==> src/rtl/dwrr_pkg.sv <==
// Shared constants and types for the DWRR ingress queues.
// Per-queue bookkeeping lives in one packed struct so it can be probed as a unit.
package dwrr_pkg;

    localparam int NUM_REQS = 4;
    localparam int DATA_W   = 8;
    localparam int DEPTH    = 4;
    localparam int PTR_W    = $clog2(DEPTH);
    localparam int CNT_W    = PTR_W + 1;
    localparam int PORT_W   = $clog2(NUM_REQS);

    typedef struct packed {
        logic [CNT_W-1:0] count;
        logic [PTR_W-1:0] wptr;
        logic [PTR_W-1:0] rptr;
    } q_state_t;

    // True when more than one bit of v is set.
    function automatic logic multi_hot(input logic [NUM_REQS-1:0] v);
        return (v & (v - NUM_REQS'(1))) != '0;
    endfunction

endpackage

==> src/rtl/dwrr_input_queues_if.sv <==
// Ingress, arbiter and egress signals of the DWRR input queues.
// Ingress beat transfers on in_valid[i] & in_ready[i]; egress beat on out_valid & out_ready;
// valid must not depend on ready, and a source holding valid keeps its data stable until accepted.
interface dwrr_input_queues_if;
    import dwrr_pkg::*;

    logic [NUM_REQS-1:0]        in_valid;
    logic [NUM_REQS*DATA_W-1:0] in_data;
    logic [NUM_REQS-1:0]        in_ready;
    logic [NUM_REQS-1:0]        reqs;
    logic [NUM_REQS-1:0]        gnt;
    logic                       out_valid;
    logic [DATA_W-1:0]          out_data;
    logic [PORT_W-1:0]          out_port;
    logic                       out_ready;
    logic                       err;

    modport slave (
        input  in_valid, in_data, gnt, out_ready,
        output in_ready, reqs, out_valid, out_data, out_port, err
    );

    modport master (
        output in_valid, in_data, gnt, out_ready,
        input  in_ready, reqs, out_valid, out_data, out_port, err
    );

endinterface

==> src/rtl/dwrr_queue_fifo.sv <==
// One requestor's packet FIFO: synchronous push/pop, occupancy count and a
// combinational head read so the top can load the egress register in the pop cycle.
module dwrr_queue_fifo
    import dwrr_pkg::*;
#(
    parameter int DWID = DATA_W
) (
    input  logic            clk,
    input  logic            rst,
    input  logic            i_push,
    input  logic            i_pop,
    input  logic [DWID-1:0] i_wdata,
    output logic [DWID-1:0] o_rdata,
    output logic            o_full,
    output logic            o_empty
);

    q_state_t        r_state;
    logic [DWID-1:0] r_mem [DEPTH];
    logic            w_push;
    logic            w_pop;

    assign o_full  = (r_state.count == CNT_W'(DEPTH));
    assign o_empty = (r_state.count == '0);
    assign w_push  = i_push & ~o_full;
    assign w_pop   = i_pop & ~o_empty;
    assign o_rdata = r_mem[r_state.rptr];

    // Storage is not reset: a zero count makes stale entries unreachable.
    always_ff @(posedge clk) begin
        if (w_push) begin
            r_mem[r_state.wptr] <= i_wdata;
        end
    end

    always_ff @(posedge clk or negedge rst) begin
        if (!rst) begin
            r_state <= '0;
        end else begin
            if (w_push) begin
                r_state.wptr <= r_state.wptr + PTR_W'(1);
            end
            if (w_pop) begin
                r_state.rptr <= r_state.rptr + PTR_W'(1);
            end
            case ({w_push, w_pop})
                2'b10:   r_state.count <= r_state.count + CNT_W'(1);
                2'b01:   r_state.count <= r_state.count - CNT_W'(1);
                default: r_state.count <= r_state.count;
            endcase
        end
    end

endmodule

==> src/rtl/dwrr_input_queues.sv <==
// Per-requestor queues in front of the DWRR arbiter: drives reqs, pops the
// granted queue into a single registered egress stage, flags illegal grants.
module dwrr_input_queues
    import dwrr_pkg::*;
(
    input  logic                 clk,
    input  logic                 rst,
    dwrr_input_queues_if.slave   bus
);

    logic [NUM_REQS-1:0] w_full;
    logic [NUM_REQS-1:0] w_empty;
    logic [NUM_REQS-1:0] w_push;
    logic [NUM_REQS-1:0] w_pop;
    logic [DATA_W-1:0]   w_head [NUM_REQS];
    logic                w_stall;
    logic                w_illegal;
    logic [DATA_W-1:0]   w_sel_data;
    logic [PORT_W-1:0]   w_sel_port;

    logic                r_out_valid;
    logic [DATA_W-1:0]   r_out_data;
    logic [PORT_W-1:0]   r_out_port;
    logic                r_err;

    assign w_stall   = r_out_valid & ~bus.out_ready;
    assign w_illegal = multi_hot(bus.gnt) | (|(bus.gnt & w_empty)) | ((|bus.gnt) & w_stall);
    // A legal grant is one-hot, targets a non-empty queue and arrives unstalled.
    assign w_pop     = w_illegal ? '0 : bus.gnt;
    assign w_push    = bus.in_valid & ~w_full;

    for (genvar g = 0; g < NUM_REQS; g++) begin : g_q
        dwrr_queue_fifo #(.DWID(DATA_W)) u_q (
            .clk     (clk),
            .rst     (rst),
            .i_push  (w_push[g]),
            .i_pop   (w_pop[g]),
            .i_wdata (bus.in_data[g*DATA_W +: DATA_W]),
            .o_rdata (w_head[g]),
            .o_full  (w_full[g]),
            .o_empty (w_empty[g])
        );
    end

    always_comb begin
        w_sel_data = '0;
        w_sel_port = '0;
        for (int i = 0; i < NUM_REQS; i++) begin
            if (w_pop[i]) begin
                w_sel_data = w_head[i];
                w_sel_port = PORT_W'(i);
            end
        end
    end

    always_ff @(posedge clk or negedge rst) begin
        if (!rst) begin
            r_out_valid <= 1'b0;
            r_out_data  <= '0;
            r_out_port  <= '0;
            r_err       <= 1'b0;
        end else begin
            if (|w_pop) begin
                r_out_valid <= 1'b1;
                r_out_data  <= w_sel_data;
                r_out_port  <= w_sel_port;
            end else if (r_out_valid && bus.out_ready) begin
                r_out_valid <= 1'b0;
            end
            if (w_illegal) begin
                r_err <= 1'b1;
            end
        end
    end

    assign bus.in_ready  = ~w_full;
    assign bus.reqs      = ~w_empty & {NUM_REQS{~w_stall}};
    assign bus.out_valid = r_out_valid;
    assign bus.out_data  = r_out_data;
    assign bus.out_port  = r_out_port;
    assign bus.err       = r_err;

endmodule

==> src/flat_wrapper.sv <==
// flat-port wrapper written by rule: the top's interface ports become plain ports
module dwrr_input_queues_flat import dwrr_pkg::*;
  (clk, rst, bus_in_valid, bus_in_data, bus_gnt, bus_out_ready, bus_in_ready, bus_reqs, bus_out_valid, bus_out_data, bus_out_port, bus_err);
  dwrr_input_queues_if bus_i ();
  input  logic clk;
  input  logic rst;
  input wire logic [$bits(bus_i.in_valid)-1:0] bus_in_valid;
  input wire logic [$bits(bus_i.in_data)-1:0] bus_in_data;
  input wire logic [$bits(bus_i.gnt)-1:0] bus_gnt;
  input wire logic [$bits(bus_i.out_ready)-1:0] bus_out_ready;
  output wire logic [$bits(bus_i.in_ready)-1:0] bus_in_ready;
  output wire logic [$bits(bus_i.reqs)-1:0] bus_reqs;
  output wire logic [$bits(bus_i.out_valid)-1:0] bus_out_valid;
  output wire logic [$bits(bus_i.out_data)-1:0] bus_out_data;
  output wire logic [$bits(bus_i.out_port)-1:0] bus_out_port;
  output wire logic [$bits(bus_i.err)-1:0] bus_err;
  assign bus_i.in_valid = bus_in_valid;
  assign bus_i.in_data = bus_in_data;
  assign bus_i.gnt = bus_gnt;
  assign bus_i.out_ready = bus_out_ready;
  assign bus_in_ready = bus_i.in_ready;
  assign bus_reqs = bus_i.reqs;
  assign bus_out_valid = bus_i.out_valid;
  assign bus_out_data = bus_i.out_data;
  assign bus_out_port = bus_i.out_port;
  assign bus_err = bus_i.err;
  dwrr_input_queues u_core (.clk(clk), .rst(rst), .bus(bus_i));
endmodule
==> config.mk <==
export PLATFORM = sky130hd
export DESIGN_NAME = dwrr_input_queues_flat
export DESIGN_NICKNAME = d
export VERILOG_FILES = /design/src/rtl/dwrr_pkg.sv /design/src/rtl/dwrr_input_queues_if.sv /design/src/rtl/dwrr_queue_fifo.sv /design/src/rtl/dwrr_input_queues.sv /design/src/flat_wrapper.sv
export SDC_FILE = /design/constraint.sdc
export NUM_CORES = 1
export LEC_CHECK = 0
export ABC_AREA = 0
export CORE_MARGIN = 1.5
export CORE_UTILIZATION = 30
export CTS_BUF_LIST = sky130_fd_sc_hd__clkbuf_2 sky130_fd_sc_hd__clkbuf_4 sky130_fd_sc_hd__clkbuf_8
export DETAILED_ROUTE_END_ITERATION = 16
export GPL_TIMING_DRIVEN = 0
export PLACE_DENSITY = 0.56
export SETUP_SLACK_MARGIN = 0.3
export SKIP_CTS_REPAIR_TIMING = 1
export SYNTH_ARGS = -nofsm -noshare
export SYNTH_HDL_FRONTEND = slang
export SYNTH_SLANG_ARGS = --single-unit
==> constraint.sdc <==
create_clock -name clk -period 2 [get_ports clk]
set_input_delay 0.2 -clock clk [delete_from_list [all_inputs] [get_ports clk]]
set_output_delay 0.2 -clock clk [all_outputs]
set_load 0.005 [all_outputs]
==> impl_metrics.json, run 1 <==
{
  "layout_min_cycle_time_ns": 2.28,
  "ys_ff_latch": 168,
  "ant_nets": 0,
  "worst_hold_path_type": "input pin to async pin",
  "fmax_mhz": 438,
  "power.density_nw_per_um2": 1360,
  "cp_num_buf_inv": 1,
  "drive_above_1_share": 0.234,
  "drv_slew": 0,
  "synthAdderAreaFrac": 0.0476,
  "place.gp.congestion": 0.768,
  "p_total_mw": 12.3,
  "syn_area_per_cell_um2": 16.0,
  "synth_xor_xnor_area_share": 0.0294,
  "start_kind": "register",
  "std_cell_rows": 56,
  "cp.required_ns": 2.37,
  "p_leak_nw": 3.38,
  "synth.distinct_cells": 40,
  "critical_path_class": "register to register",
  "synthMuxAreaShare": 0.0982,
  "dr.pass1.iters": 4,
  "dp_cells": 830,
  "worstPathArrival_ns": 2.65,
  "grt_pass1_wl_um": 23200,
  "clkLatencyLatePin_ns": 0.44,
  "diodes": 0,
  "final_cells": 884,
  "setup_slack_ns": -0.283,
  "rsz0062_at_grt": "true",
  "setup_viol": 11,
  "multi_input_area_um2": 2280,
  "whs_ns": 0.239,
  "antenna_found_initial": 0,
  "die_area_um2": 24800,
  "nets": 619,
  "globalRouteTotalUtil": 0.129,
  "seq_area_frac_synth": 0.678,
  "cts-buffers-inserted": 17,
  "synth_area_leader_cell": "edfxtp_1",
  "htree_levels": 4,
  "portBuffers": 62,
  "drc": 0,
  "start_util": 0.305,
  "worstMarginPinSlew_ns": 0.606,
  "period_share": 1.14,
  "slew-limit-headroom": 0.596,
  "synth_area_leaders": "edfxtp_1, dfrtp_1, mux4_2",
  "die_w_um": 157,
  "grt_pass1_vias": 4276,
  "num-fill-cells": 2225,
  "setup_tns_ns": -1.74,
  "synth_top_family_by_area": "multiplexers",
  "vias": 4086,
  "wl_um": 15500,
  "synth_fp_nets": 515,
  "vdd_drop_max_v": 0.000519,
  "post-route-util": 0.385,
  "syn_to_final_growth_pct": 26.2,
  "status": "finished, violations left",
  "synthesis.instances": 448,
  "synth_compound_area_frac": 0.0569,
  "root_buffer": "clkbuf_8",
  "numClockSinks": 168,
  "yosys.area.top_type_share": 0.538,
  "cts_buffer_depth": 2,
  "io_pins": 63,
  "cp_top_family": "simple AND/OR/NAND/NOR gates",
  "crit_fanout": 5,
  "cp_slowest_stage_delay_ns": 0.46,
  "hold_violations": 0,
  "syn_area_um2": 7150,
  "crit_path_cell_trace": "nor3_4 > a22oi_1 > and3_1 > buf_6 > o211a_4 > ha_4 > fa_2 > xnor2_1 > nor2_1 > xor2_1",
  "grt_max_degree": 41,
  "drt_iter0_markers": 268,
  "chipHeight_um": 157,
  "post_drt_via_cell_ratio": 4.62,
  "grt_overflow": 0,
  "yosys_warnings": 0,
  "fp.coreArea_um2": 23400,
  "finalClockSkew_ns": 0.0104,
  "cts_tree": "done",
  "synthSimpleGateAreaFrac": 0.0621,
  "critPathSlowestCell": "dfrtp_2",
  "maxCapViolCount": 0,
  "routedWlPerCell_um": 17.5,
  "cp-end-kind": "register",
  "regArea_um2": 4850,
  "hpwlAfterDp_um": 10900,
  "clk_pin_slew_ns": 0.09,
  "violations": "negative setup slack"
}
==> metrics by stage <==
stage | setup WS (ns) | instance area, µm²
3_5_place_dp | -0.907 | 8290
6_report | -0.283 | 9020
4_1_cts | -0.458 | 8720
2_1_floorplan | -0.102 | 7250
5_1_grt | -0.378 | 9020
3_3_place_gp | -0.840 | 8270
==> tightest hold or removal path: stages <==
cell and delay, ns:
dlygate4sd3_1 0.51, buf_2 0.12, buf_12 0.22
==> per-layer routing <==
| layer | global-route usage | vias to the layer above | part of all wire |
|---|---|---|---|
| met4 | 0.0296 | 0 | 0.0072 |
| met3 | 0.0424 | 8 | 0.064 |
| met5 | 0 | - | 0 |
| met1 | 0.164 | 2086 | 0.42 |
| li1 | - | 1897 | - |
| met2 | 0.214 | 95 | 0.50 |
==> Yosys cell counts, drive strengths merged <==
master  count
edfxtp    128
dfrtp      40
mux2i      33
inv        22
and3       20
ha         20
nand2      19
nor2       19
mux4       16
o22ai      16
buf        12
nor3       12
xnor2      12
xor2       12
a211o      10
a21oi       8
a31oi       8
o21ai       7
clkbuf      6
and2        5
fa          4
nand3       3
nand4       3
a22oi       2
nand2b      2
maj3        1
mux2        1
nand3b      1
nor2b       1
o2111a      1
o211a       1
o211ai      1
or3         1
or3b        1
==> registers in the layout, summed over array words and instances, names as in the netlist <==
signal / flops
u_core.g_q.u_q.r_state: 28
u_core.bus.out_port: 2
u_core.bus.err: 1
u_core.bus.out_valid: 1
u_core.bus.out_data: 8
u_core.g_q.u_q.r_mem: 128
==> where the power goes <==
group	total [mW]	internal, mW	switching (mW)	leakage [nW]
clock network	2.61	1.39	1.22	0.217
logic	4.45	2.16	2.29	1.53
registers	5.20	4.75	0.454	1.63
==> worst paths after layout <==
path | from | end | slack, ns | cells after the start
min in group clk | bus_gnt[1] | u_core.g_q[1].u_q.r_state[1]$_DFFE_PN0P_ | 0.24 | 3
max in group asynchronous | rst | u_core.g_q[2].u_q.r_state[5]$_DFFE_PN0P_ | 1.53 | 3
worst max-delay path | u_core.g_q[3].u_q.r_state[4]$_DFFE_PN0P_ | u_core.g_q[3].u_q.r_state[6]$_DFFE_PN0P_ | -0.28 | 10
worst min-delay path | rst | u_core.g_q[3].u_q.r_state[2]$_DFFE_PN0P_ | 0.24 | 3
worst min register to register | u_core.bus.out_port[0]$_DFFE_PN0P_ | u_core.bus.out_port[0]$_DFFE_PN0P_ | 0.50 | 1
worst max register to register | u_core.g_q[3].u_q.r_state[4]$_DFFE_PN0P_ | u_core.g_q[3].u_q.r_state[6]$_DFFE_PN0P_ | -0.28 | 10
==> cells by family (layout without fill, tap and decap cells) <==
logic type | Yosys count | in the layout
flops | 168 | 168
simple gates | 87 | 87
compound gates | 54 | 54
mux | 50 | 50
buf+inv | 40 | 157
fa+ha+maj | 25 | 25
xor+xnor | 24 | 24
==> cells in the final DEF, fill, tap and decap left out, drive strengths merged, types with 8 or more instances in the layout <==
master         instances
a211o                 10
a21oi                  8
a31oi                  8
and3                  20
buf                   34
clkbuf                25
clkdlybuf4s50         54
dfrtp                 40
edfxtp               128
ha                    20
inv                   25
mux2i                 33
mux4                  16
nand2                 19
nor2                  19
nor3                  12
o22ai                 16
xnor2                 12
xor2                  12
==> cell type report <==
| cell class | count | share of cell area |
|---|---|---|
| sequential | 168 | 0.537 |
| multi-input combinational | 240 | 0.253 |
| timing repair buffer | 85 | 0.0920 |
| tap | 319 | 0.0443 |
| clock buffer | 18 | 0.0268 |
| clock inverter | 14 | 0.0219 |
| buffer | 18 | 0.0151 |
| inverter | 22 | 0.00916 |
Power figures use the tool's default switching activity.
==> inputs of run 2 (changes only) <==
--- a/config.mk
+++ b/config.mk
@@ -11,7 +11,6 @@
 export CTS_BUF_LIST = sky130_fd_sc_hd__clkbuf_2 sky130_fd_sc_hd__clkbuf_4 sky130_fd_sc_hd__clkbuf_8
 export DETAILED_ROUTE_END_ITERATION = 16
 export GPL_TIMING_DRIVEN = 0
-export PLACE_DENSITY = 0.56
 export SETUP_SLACK_MARGIN = 0.3
 export SKIP_CTS_REPAIR_TIMING = 1
 export SYNTH_ARGS = -nofsm -noshare
==> impl_metrics.json, run 2 (same netlist as run 1, synthesis figures left out) <==
{
  "cp-end-kind": "register",
  "power.density_nw_per_um2": 1340,
  "io_pins": 63,
  "fmax_mhz": 435,
  "diodes": 0,
  "vias": 4150,
  "std_cell_rows": 56,
  "slew-limit-headroom": 0.518,
  "numClockSinks": 168,
  "placed_area_um2": 8290,
  "num-fill-cells": 2169,
  "chipHeight_um": 157,
  "finalClockSkew_ns": 0.0137,
  "status": "finished, violations left",
  "setup_tns_ns": -1.88,
  "globalRouteTotalUtil": 0.130,
  "cp.required_ns": 2.39,
  "setup_viol": 9,
  "fp.coreArea_um2": 23400,
  "final_cell_mix": "edfxtp_1, clkdlybuf4s50_1, dfrtp_1",
  "setup_slack_ns": -0.298,
  "hold_violations": 0,
  "post_drt_via_cell_ratio": 4.67,
  "syn_to_final_growth_pct": 29.1,
  "routedWlPerCell_um": 17.9,
  "grt_pass1_wl_um": 23300,
  "place.gp.congestion": 0.863,
  "maxCapViolCount": 0,
  "cts-buffers-inserted": 17,
  "worst_hold_path_type": "input pin to async pin",
  "largest-register": "u_core.g_q.u_q.r_mem",
  "rsz0062_at_grt": "true",
  "drv_slew": 0,
  "cts_tree": "done",
  "worstMarginPinSlew_ns": 0.723,
  "period_share": 1.15,
  "drt_iter0_markers": 240,
  "final_cells": 888,
  "drive_above_1_share": 0.278,
  "drc": 0,
  "p_leak_nw": 3.42,
  "die_area_um2": 24800,
  "largest_reg_flops": 128,
  "violations": "negative setup slack",
  "wl_um": 15900,
  "ant_nets": 0,
  "clkLatencyLatePin_ns": 0.46,
  "cts_buffer_depth": 2,
  "crit_fanout": 6,
  "root_buffer": "clkbuf_8",
  "grt_overflow": 0,
  "grt_max_degree": 39,
  "nets": 623,
  "post-route-util": 0.394,
  "clk_pin_slew_ns": 0.10,
  "hpwlAfterDp_um": 11000,
  "portBuffers": 62,
  "start_util": 0.305,
  "stdcell_area_um2": 9230,
  "die_w_um": 157,
  "worstPathArrival_ns": 2.69,
  "start_kind": "register",
  "layout_min_cycle_time_ns": 2.30,
  "grt_pass1_vias": 4217,
  "antenna_found_initial": 0,
  "layout_commonest_cell": "edfxtp_1",
  "vdd_drop_max_v": 0.000550,
  "critical_path_class": "register to register",
  "htree_levels": 4,
  "dp_cells": 830,
  "dr.pass1.iters": 4
}
-- run 2: worst max-delay path, stage by stage (launching register included) --
cell and delay, ns:
dfrtp_2 0.46, nor3_4 0.24, a22oi_1 0.09, and3_1 0.20, buf_6 0.14, o211a_4 0.16, ha_4 0.16, fa_2 0.35
xnor2_2 0.15, nor2_1 0.12, xor2_1 0.15
-- run 2: report_power, final --
part / internal (mW) / switching (mW)
logic: 2.37 / 2.48
registers: 4.74 / 0.498
clock network: 1.01 / 1.30
-- run 2: final timing paths --
kind	from	slack, ns	to	depth (start not counted)
hold / removal	rst	0.08	u_core.g_q[2].u_q.r_state[3]$_DFFE_PN0P_	2
setup / recovery	u_core.g_q[3].u_q.r_state[4]$_DFFE_PN0P_	-0.30	u_core.g_q[3].u_q.r_state[6]$_DFFE_PN0P_	10
hold reg to reg	u_core.bus.out_port[0]$_DFFE_PN0P_	0.51	u_core.bus.out_port[0]$_DFFE_PN0P_	1
min in group clk	bus_gnt[1]	0.24	u_core.g_q[1].u_q.r_state[1]$_DFFE_PN0P_	3
setup reg to reg	u_core.g_q[3].u_q.r_state[4]$_DFFE_PN0P_	-0.30	u_core.g_q[3].u_q.r_state[6]$_DFFE_PN0P_	10
max in group asynchronous	rst	1.48	u_core.g_q[3].u_q.r_state[4]$_DFFE_PN0P_	3
-- run 2: cell type report --
cell class,count,area (µm²),share of cell area
buffer,18,165,0.0179
clock buffer,17,234,0.0253
clock inverter,15,144,0.0156
inverter,22,82.6,0.00895
multi-input combinational,240,2480,0.269
sequential,168,4850,0.525
tap,319,399,0.0432
timing repair buffer,89,878,0.0952
-- run 2: routing by layer --
layer,share of wire,up-vias,wire length (µm),GRT usage
li1,-,1913,-,-
met1,0.43,2125,6870,0.166
met2,0.49,97,7850,0.213
met3,0.061,15,963,0.0339
met4,0.013,0,213,0.0467
met5,0,-,0,0
-- run 2: stage by stage --
stage	power (mW)	setup slack, ns	hold slack [ns]
global route	13.1	-0.393	0.0804
global placement	9.12	-0.831	0.478
CTS	11.7	-0.459	-0.472
detailed placement	9.36	-0.945	0.0325
finish	12.4	-0.298	0.0820
floorplan	7.85	-0.102	-0.0956
